===== src/rtl/pipe_ctrl.sv =====
// rtl/pipe_ctrl.sv - rv32i pipeline sequencer: load-use stalls, redirect squash, memory freeze
module pipe_ctrl #(
    parameter int REDIRECT_PENALTY = 1,
    parameter int CNT_W            = 16
) (
    input  logic             clk,
    input  logic             rst,
    input  logic             de_valid,
    input  logic [4:0]       de_rs1,
    input  logic [4:0]       de_rs2,
    input  logic             de_uses_rs2,
    input  logic             ex_valid,
    input  logic             ex_is_load,
    input  logic [4:0]       ex_rd,
    input  logic             ex_redirect,
    input  logic             mem_req,
    input  logic             mem_ack,
    output logic             pc_we,
    output logic             fd_we,
    output logic             de_we,
    output logic             fd_flush,
    output logic             de_bubble,
    output logic [CNT_W-1:0] stall_cnt,
    output logic [CNT_W-1:0] flush_cnt
);

    typedef enum logic [1:0] {RUN, MEM_WAIT, SQUASH} state_t;

    state_t     state, state_nxt;
    logic [2:0] sq_cnt, sq_nxt;
    logic       freeze, redirect, hz, squashing, flush_inc;

    assign freeze   = mem_req & ~mem_ack;
    assign redirect = ex_redirect & ex_valid;
    assign hz       = ex_valid & ex_is_load & (ex_rd != 5'd0) & de_valid &
                      ((ex_rd == de_rs1) | (de_uses_rs2 & (ex_rd == de_rs2)));
    // A squash interrupted by a freeze resumes on the ack cycle, so track it by sq_cnt.
    assign squashing = (sq_cnt != 3'd0);

    always_comb begin
        pc_we     = 1'b1;
        fd_we     = 1'b1;
        de_we     = 1'b1;
        fd_flush  = 1'b0;
        de_bubble = 1'b0;
        state_nxt = state;
        sq_nxt    = sq_cnt;
        flush_inc = 1'b0;
        if (rst) begin
            pc_we     = 1'b0;
            fd_we     = 1'b0;
            de_we     = 1'b0;
            fd_flush  = 1'b1;
            de_bubble = 1'b1;
            state_nxt = RUN;
            sq_nxt    = 3'd0;
        end else if (freeze) begin
            pc_we     = 1'b0;
            fd_we     = 1'b0;
            de_we     = 1'b0;
            state_nxt = MEM_WAIT;
        end else if (redirect) begin
            fd_flush  = 1'b1;
            de_bubble = 1'b1;
            flush_inc = 1'b1;
            sq_nxt    = 3'(REDIRECT_PENALTY);
            state_nxt = SQUASH;
        end else if (squashing) begin
            // fd_flush is high here, which masks load-use detection.
            fd_flush  = 1'b1;
            sq_nxt    = sq_cnt - 3'd1;
            state_nxt = (sq_cnt == 3'd1) ? RUN : SQUASH;
        end else begin
            state_nxt = RUN;
            if (hz) begin
                pc_we     = 1'b0;
                fd_we     = 1'b0;
                de_bubble = 1'b1;
            end
        end
    end

    always_ff @(posedge clk or posedge rst) begin
        if (rst) begin
            state     <= RUN;
            sq_cnt    <= 3'd0;
            stall_cnt <= '0;
            flush_cnt <= '0;
        end else begin
            state  <= state_nxt;
            sq_cnt <= sq_nxt;
            if (!pc_we && (stall_cnt != {CNT_W{1'b1}}))
                stall_cnt <= stall_cnt + CNT_W'(1);
            if (flush_inc && (flush_cnt != {CNT_W{1'b1}}))
                flush_cnt <= flush_cnt + CNT_W'(1);
        end
    end

endmodule


===== config.mk =====
export PLATFORM = sky130hd
export DESIGN_NAME = pipe_ctrl
export DESIGN_NICKNAME = d
export VERILOG_FILES = /design/src/rtl/pipe_ctrl.sv
export SDC_FILE = /design/constraint.sdc
export NUM_CORES = 1
export LEC_CHECK = 0
export CORE_MARGIN = 1
export CORE_UTILIZATION = 46
export CTS_BUF_LIST = sky130_fd_sc_hd__clkbuf_4 sky130_fd_sc_hd__clkbuf_8 sky130_fd_sc_hd__clkbuf_16
export CTS_CLUSTER_DIAMETER = 80
export DETAILED_ROUTE_END_ITERATION = 8
export PLACE_DENSITY = 0.8
export SETUP_SLACK_MARGIN = 0.5
export SYNTH_ARGS = -nofsm -noshare
export SYNTH_HDL_FRONTEND = slang
export SYNTH_SLANG_ARGS = --single-unit

===== constraint.sdc =====
create_clock -name clk -period 2.2 [get_ports clk]
set_input_delay 0.33 -clock clk [delete_from_list [all_inputs] [get_ports clk]]
set_output_delay 0.33 -clock clk [all_outputs]
set_load 0.02 [all_outputs]

==> results of run 1 <==
## timing repair
item / in CTS / in global routing
resized for setup: 71 / 35
cloned: 1 / 0
buffers inserted: 7 / 5
pin swaps: 24 / 13
setup endpoints to repair: 33 / 45
## area by class of cell
type                       instances  area share
multi-input combinational        136      0.3869
sequential                        35      0.2786
tap                               48     0.01889
inverter                           7    0.009445
timing repair buffer              89      0.2735
clock buffer                       8     0.03266
## cells in the mapped netlist (all sizes together), types with 4 or more instances
| cell | number |
|---|---|
| buf | 4 |
| dfrtp | 35 |
| ha | 4 |
| inv | 7 |
| nand2 | 14 |
| nand3 | 11 |
| nand4 | 7 |
| nor2 | 15 |
| nor3 | 12 |
| nor4 | 7 |
| xnor2 | 11 |
| xor2 | 29 |
## how the worst min path moves through the flow
stage	startpoint	endpoint	slack [ns]
after floorplan	rst	flush_cnt[0]$_DFFE_PP0P_	0.28
after CTS	rst	flush_cnt[5]$_DFFE_PP0P_	0.40
after global placement	stall_cnt[9]$_DFFE_PP0P_	stall_cnt[9]$_DFFE_PP0P_	0.49
after detailed placement	stall_cnt[0]$_DFFE_PP0P_	stall_cnt[0]$_DFFE_PP0P_	0.49
after global routing	rst	stall_cnt[12]$_DFFE_PP0P_	0.45
final	rst	sq_cnt[2]$_DFFE_PP0P_	0.39
## power by group through the flow
stage	clock network, mW	logic [mW]	registers [mW]
global placement	0	0.905	0.985
floorplan	0	0.375	1.10
finish	0.538	1.08	1.00
CTS	0.541	1.01	0.979
detailed placement	0	0.932	0.989
global route	0.568	1.17	1.02
## state kept, by name, indices dropped and copies added, names as in the netlist
register,count
flush_cnt,16
stall_cnt,16
sq_cnt,3
## cell families after synthesis
logic type | after synthesis
AND/OR/NAND/NOR | 80
buffers and inverters | 11
flip-flops | 35
adder cells (fa/ha/maj) | 4
AO/OA/AOI/OAI | 10
XOR/XNOR | 40
multiplexers | 2
## layer usage
metal,vias up,routed length [um],GRT usage
met5,-,0,0
met4,0,149,0.1033
met3,14,401,0.08507
met2,61,2831,0.4324
met1,858,2138,0.2914
li1,816,-,-
## worst register-to-register path: stages (launching register included)
cell	delay, ns
sky130_fd_sc_hd__dfrtp_1	0.39
sky130_fd_sc_hd__inv_2	0.07
sky130_fd_sc_hd__ha_4	0.14
sky130_fd_sc_hd__ha_4	0.12
sky130_fd_sc_hd__and4_4	0.21
sky130_fd_sc_hd__o21ai_2	0.06
sky130_fd_sc_hd__o31a_1	0.38
sky130_fd_sc_hd__buf_2	0.25
sky130_fd_sc_hd__nor3_2	0.28
sky130_fd_sc_hd__xor2_1	0.17
==> impl_metrics.csv, run 1 <==
group,metric,value,unit
status,outcome,"finished clean",
pwr,cellPowerDensity,824.5,mW/mm^2
final_layout,multi_input_comb_area,0.001230,mm^2
final_layout,mostFrequentLayoutCells,"28 x sky130_fd_sc_hd__xor2_1, 28 x sky130_fd_sc_hd__clkdlybuf4s50_1, 27 x sky130_fd_sc_hd__dfrtp_1",
worst_setup_path,reg2reg_slack,0.06,ns
clocking,cts.sinks,35,
worst_setup_path,critical_path.max_fanout,4,
final_layout,final_nets,302,
pwr,netSwitchingFraction,0.3724,
worst_setup_path,cell_type_group_with_the_largest_total_delay_on_the_critical_path,"compound AO/OA/AOI/OAI gates",
sta,setup-violations-final,0,
logic_synthesis,synth-async-reset-ratio,1.000,
worst_setup_path,timing.setup.critical_path_class,"flip-flop to primary output",
logic_synthesis,postSynthNetCount,210,
pwr,p_total,2.621,mW
detailed_routing,initialDrtViolationCount,63,
worst_setup_path,number_of_buffers_and_inverters_on_the_critical_path,2,
detailed_routing,wirelength_per_cell,17.09,um
pwr,total_leakage_power,1.487,nW
sta,tightest_slew,0.4509,ns
worst_setup_path,cp.depth,7,
detailed_routing,drt_pass1_iterations,4,
worst_setup_path,endpoint,"fd_we",
worst_setup_path,slowest_delay,0.39,ns
detailed_routing,total_wirelength_of_the_detailed_routed_design,5521,um
die,io_pins,61,
worst_setup_path,worst-endpoint-arrival,1.83,ns
grt,antenna_found_initial,0,
die,fp.coreArea,0.003771,mm^2
logic_synthesis,synth_seq_cells,35,
worst_setup_path,cell_chain_of_the_critical_path,"inv_2 -> ha_4 -> ha_4 -> and4_4 -> o21ai_2 -> o31a_1 -> buf_6",
sta,max_fclk,0.4640,GHz
logic_synthesis,mappedNetlistArea,0.001868,mm^2
logic_synthesis,seq_area_frac_synth,0.4689,
pwr,comb_power_share,0.413,
clocking,cts_clk_pin_slew_worst_paths,0.07,ns
placement,port_buffers,60,
pwr,power.switching,976.1,uW
detailed_routing,drc,0,
logic_synthesis,yosys-mux-area-fraction,0.01206,
sta,slew_headroom,0.6994,
placement,instance_area_at_placement,0.002693,mm^2
worst_setup_path,crit_slowest_cell,"sky130_fd_sc_hd__dfrtp_1",
sta,setup_slack,0.04466,ns
grt,global_route.usage.total,0.2547,
worst_setup_path,worst_path_most_repeated_cell,"sky130_fd_sc_hd__ha_4",
final_layout,final_cells,323,
worst_setup_path,crit_path_start_kind,"flip-flop",
logic_synthesis,synth_xor_xnor_area_share,0.1875,
clocking,clock-root-buffer,"sky130_fd_sc_hd__clkbuf_8",
logic_synthesis,synthDominantAreaCellType,"sky130_fd_sc_hd__dfrtp_1",
logic_synthesis,yosysUniqueCellTypes,31,
final_layout,fraction_of_final_layout_cells_sized_beyond_drive_strength_1,0.3455,
hold_path,hold_path.class,"input port to asynchronous set/reset pin",
detailed_routing,num_vias,1749,
logic_synthesis,yosys_warnings,0,
clocking,insertion_delay,0.29,ns
logic_synthesis,ys.flop_type,"sky130_fd_sc_hd__dfrtp_1",
grt,via_count_of_the_first_global_routing_pass,1746,
detailed_routing,ant_nets,0,
sta,setup_repair_after_global_routing_missed_its_margin,"true",
pwr,power_report.internal_total,1.645,mW
sta,hold_violations,0,
pwr,pwr-share-seq,0.382,
die,dieHeight,65.73,um
sta,timing.final.crit_period,2.155,ns
grt,grt_pass1_wl,8086,um
placement,dpl_worst_slack,-0.4699,ns
logic_synthesis,synth_compound_area_frac,0.03550,
worst_setup_path,worst_setup_path_end_kind,"primary output",
worst_setup_path,crit_start,"sq_cnt[1]$_DFFE_PP0P_",
flow_run,drv_cap,0,
placement,place_hpwl,3134,um
final_layout,area_of_all_placed_cells_without_fillers,0.003179,mm^2
clocking,h_tree_lvl_count,2,
placement,dp.cells,302,
logic_synthesis,post_synth.cell_area_avg,10.26,um^2
final_layout,layout-area-overhead-vs-synth,70.19,%
placement,place_congestion,0.7529,
die,rows,22,
logic_synthesis,ys_top_cells_by_area,"sky130_fd_sc_hd__dfrtp_1 47%, sky130_fd_sc_hd__xor2_1 14%, sky130_fd_sc_hd__xnor2_1 5.2%",
worst_setup_path,reg2reg_to,"stall_cnt[11]$_DFFE_PP0P_",
final_layout,post-route-util,0.8431,
logic_synthesis,synth_top_family_by_area,"simple AND/OR/NAND/NOR gates",
logic_synthesis,synth.top_cell.area_share,0.4689,
final_layout,antenna_cells_inserted,0,
grt,grt_max_degree,36,
die,starting_density_of_the_core,0.4954,
sta,skew,0.004817,ns
clocking,cts.path.max_buffers,2,
die,dieArea,0.004320,mm^2
pwr,clkPwrFrac,0.205,
logic_synthesis,post_synth_fa_ha_maj_area_fraction,0.02679,
pwr,max-vdd-ir-drop,855.0,uV
logic_synthesis,post_synth_and_or_nand_nor_area_fraction,0.2405,
sta,fin_crit_sh,0.9797,
final_layout,fillCellCount,197,
clocking,cts_buffers,5,
logic_synthesis,synth_enable_flop_cells,0,
detailed_routing,post_drt_via_cell_ratio,5.415,
worst_setup_path,r2r-start,"sq_cnt[1]$_DFFE_PP0P_",
logic_synthesis,synth_cells,182,
die,die_width,65.73,um
clocking,clock_tree_from_tritoncts,"built",
worst_setup_path,critical_path_required,1.87,ns
sta,setup_tns,0,ns
sta,fin_worst_hold_slack,0.3924,ns
worst_setup_path,worstRegToRegCells,9,
final_layout,layout.area.seq,885.9,um^2
grt,gr-total-overflow,0,
sta,final_max_tran_viols,0,
clocking,number_of_buffers_inserted_by_hold_repair_at_cts,0,
Power figures use the tool's default switching activity.
==> inputs of run 2 (changes only) <==
GPL_ROUTABILITY_DRIVEN = 1   (was not set)
==> results of run 2 <==
No change in the layout: final DEF, timing and power equal those of run 1.
==> RTL change, RTL diff (config.mk and constraints of run 1) <==
Make the reset (`rst`) synchronous in one clocked block.
--- a/src/rtl/pipe_ctrl.sv
+++ b/src/rtl/pipe_ctrl.sv
@@ -80,7 +80,7 @@
         end
     end
 
-    always_ff @(posedge clk or posedge rst) begin
+    always_ff @(posedge clk) begin
         if (rst) begin
             state     <= RUN;
             sq_cnt    <= 3'd0;
Check against the original RTL: differs if rst is asserted again (counterexample within 4 cycles, from zero or initial values and one cycle with rst high); with rst held inactive, the same outputs for 10 cycles.
==> RTL change against run 1 <==
Clock skew increased by 0.00097 ns; routed wire length increased by 18%; worst setup slack got worse by 0.035 ns; final cell count increased by 14%; final area increased by 0.71%; sequential cell count unchanged; synthesized area increased by 0.33%; critical endpoint is now stall_cnt[10].
Power is not compared: it rests on default switching activity, and its combinational part moved more than twofold at a synthesized area within 25%.
==> RTL change: results (changes against run 1) <==
* Syn_nets at 252 (+20%)
* Fill cell total of the finished layout at 214 (+8.6%)
* Vias per inst at 5.785 (+6.8%)
* Area after DPL at 0.002690 mm² (about the same)
* R2R Path End: stall_cnt[10]
* Nets at 347 (+15%)
* RD Place Congestion at 0.7673 (+1.9%)
* First-pass GRT wire length at 8.804 mm (+8.9%)
* DP Cell Count at 344 (+14%)
* Min-delay worst type: reg2reg
* Critical Path Max Stage Delay at 0.34 ns (-0.05 ns)
* Synth Instances at 224 (+23%)
* Vias in the first global route at 1958 (+12%)
* Post-synth ARST share at 0% (-100 points)
* Routed Wire Length at 6.509 mm (+18%)
* Top post-synthesis cells by count: dfxtp_1, nor2_1, xor2_1
* Synth top area cells: dfxtp_1, xor2_1, nor2_1, or3_1, a21oi_1
* Clock Skew at 0.005785 ns (+0.0009676 ns)
* Clock transition at path regs at 0.07 ns (about the same)
* Iteration-0 DRC Markers at 139 (+120%)
* Netlist cell types at 38 (+23%)
* CP max FO at 6 (+2)
* Hpwl dp at 3.378 mm (+7.8%)
* Share of the yosys chip area belonging to registers at 37.38% (-9.5 points)
* Worst Reg-to-Reg Cells at 10 (+1)
* CP Launch Point: sq_cnt[0]
* Outcome: finished, final reports clean
* Worst path slowest cell: dfxtp_2
* Layout cells sized above 1 at 36.56% (+2.0 points)
==> RTL change: cell types whose count changed after synthesis, sizes merged, moves of 8 or more <==
| cell | change |
|---|---|
| a21oi | +14 |
| or3 | +13 |
| o21ai | +11 |
| xor2 | -8 |
| dfrtp | -35 |
| nor2 | +9 |
| dfxtp | +35 |
==> RTL change: cells by family after synthesis <==
group           share of synthesized area [%]
mux                                     1.602
fa+ha+maj                               2.670
flops                                   37.38
simple gates                            28.51
xor+xnor                                11.68
buf+inv                                 4.406
compound gates                          13.75
==> RTL change: report_power, final <==
group          internal [W]  total [W]  switching (W)  leakage (nW)
combinational      0.000204   0.000391       0.000187          1.02
clock              0.000247   0.000489       0.000242        0.0491
sequential         0.000655   0.000675      0.0000204         0.290
==> RTL change: layer usage <==
layer,wire length (µm),up-vias,global-route usage (%)
li1,-,995,-
met1,2562,1022,30.74
met2,3381,92,47.32
met3,387,20,5.517
met4,178,0,10.60
met5,0,-,0
==> RTL change: worst min-delay path, stage by stage (launching register included) <==
cell and delay [ns]:
dfxtp_2 0.34, a21oi_1 0.06, nor2_1 0.07
==> RTL change: repair_timing <==
| action | CTS | global route |
|---|---|---|
| pin swaps | 22 | 26 |
| endpoints found under the hold margin | 0 | 0 |
| endpoints found under the setup margin | 39 | 42 |
| gates resized for setup | 77 | 59 |
| setup buffers | 11 | 3 |
| gates cloned | 2 | 0 |
==> RTL change: cell type report <==
cell class | instances | area (µm²) | area share, %
clock buffer | 7 | 83.83 | 2.618
clock inverter | 1 | 5.005 | 0.1563
inverter | 7 | 28.78 | 0.8988
multi-input combinational | 175 | 1408 | 43.96
sequential | 35 | 724.4 | 22.63
tap | 48 | 60.06 | 1.876
timing repair buffer | 95 | 892.1 | 27.86
==> RTL change: worst max-delay path by stage <==
stage	to	slack [ns]
finish	stall_cnt[10]	0.01
global placement	de_bubble	-0.50
global route	stall_cnt[10]	-0.08
CTS	de_bubble	0.01
detailed placement	de_bubble	-0.62
floorplan	stall_cnt[2]	0.26
==> RTL change: per-stage QoR <==
stage | setup slack [ns] | hold WS (ns)
floorplan | 0.2632 | 0.4570
global placement | -0.4965 | 0.4785
detailed placement | -0.6242 | 0.4887
CTS | 0.01104 | 0.4570
global route | -0.07969 | 0.5277
finish | 0.01007 | 0.4938
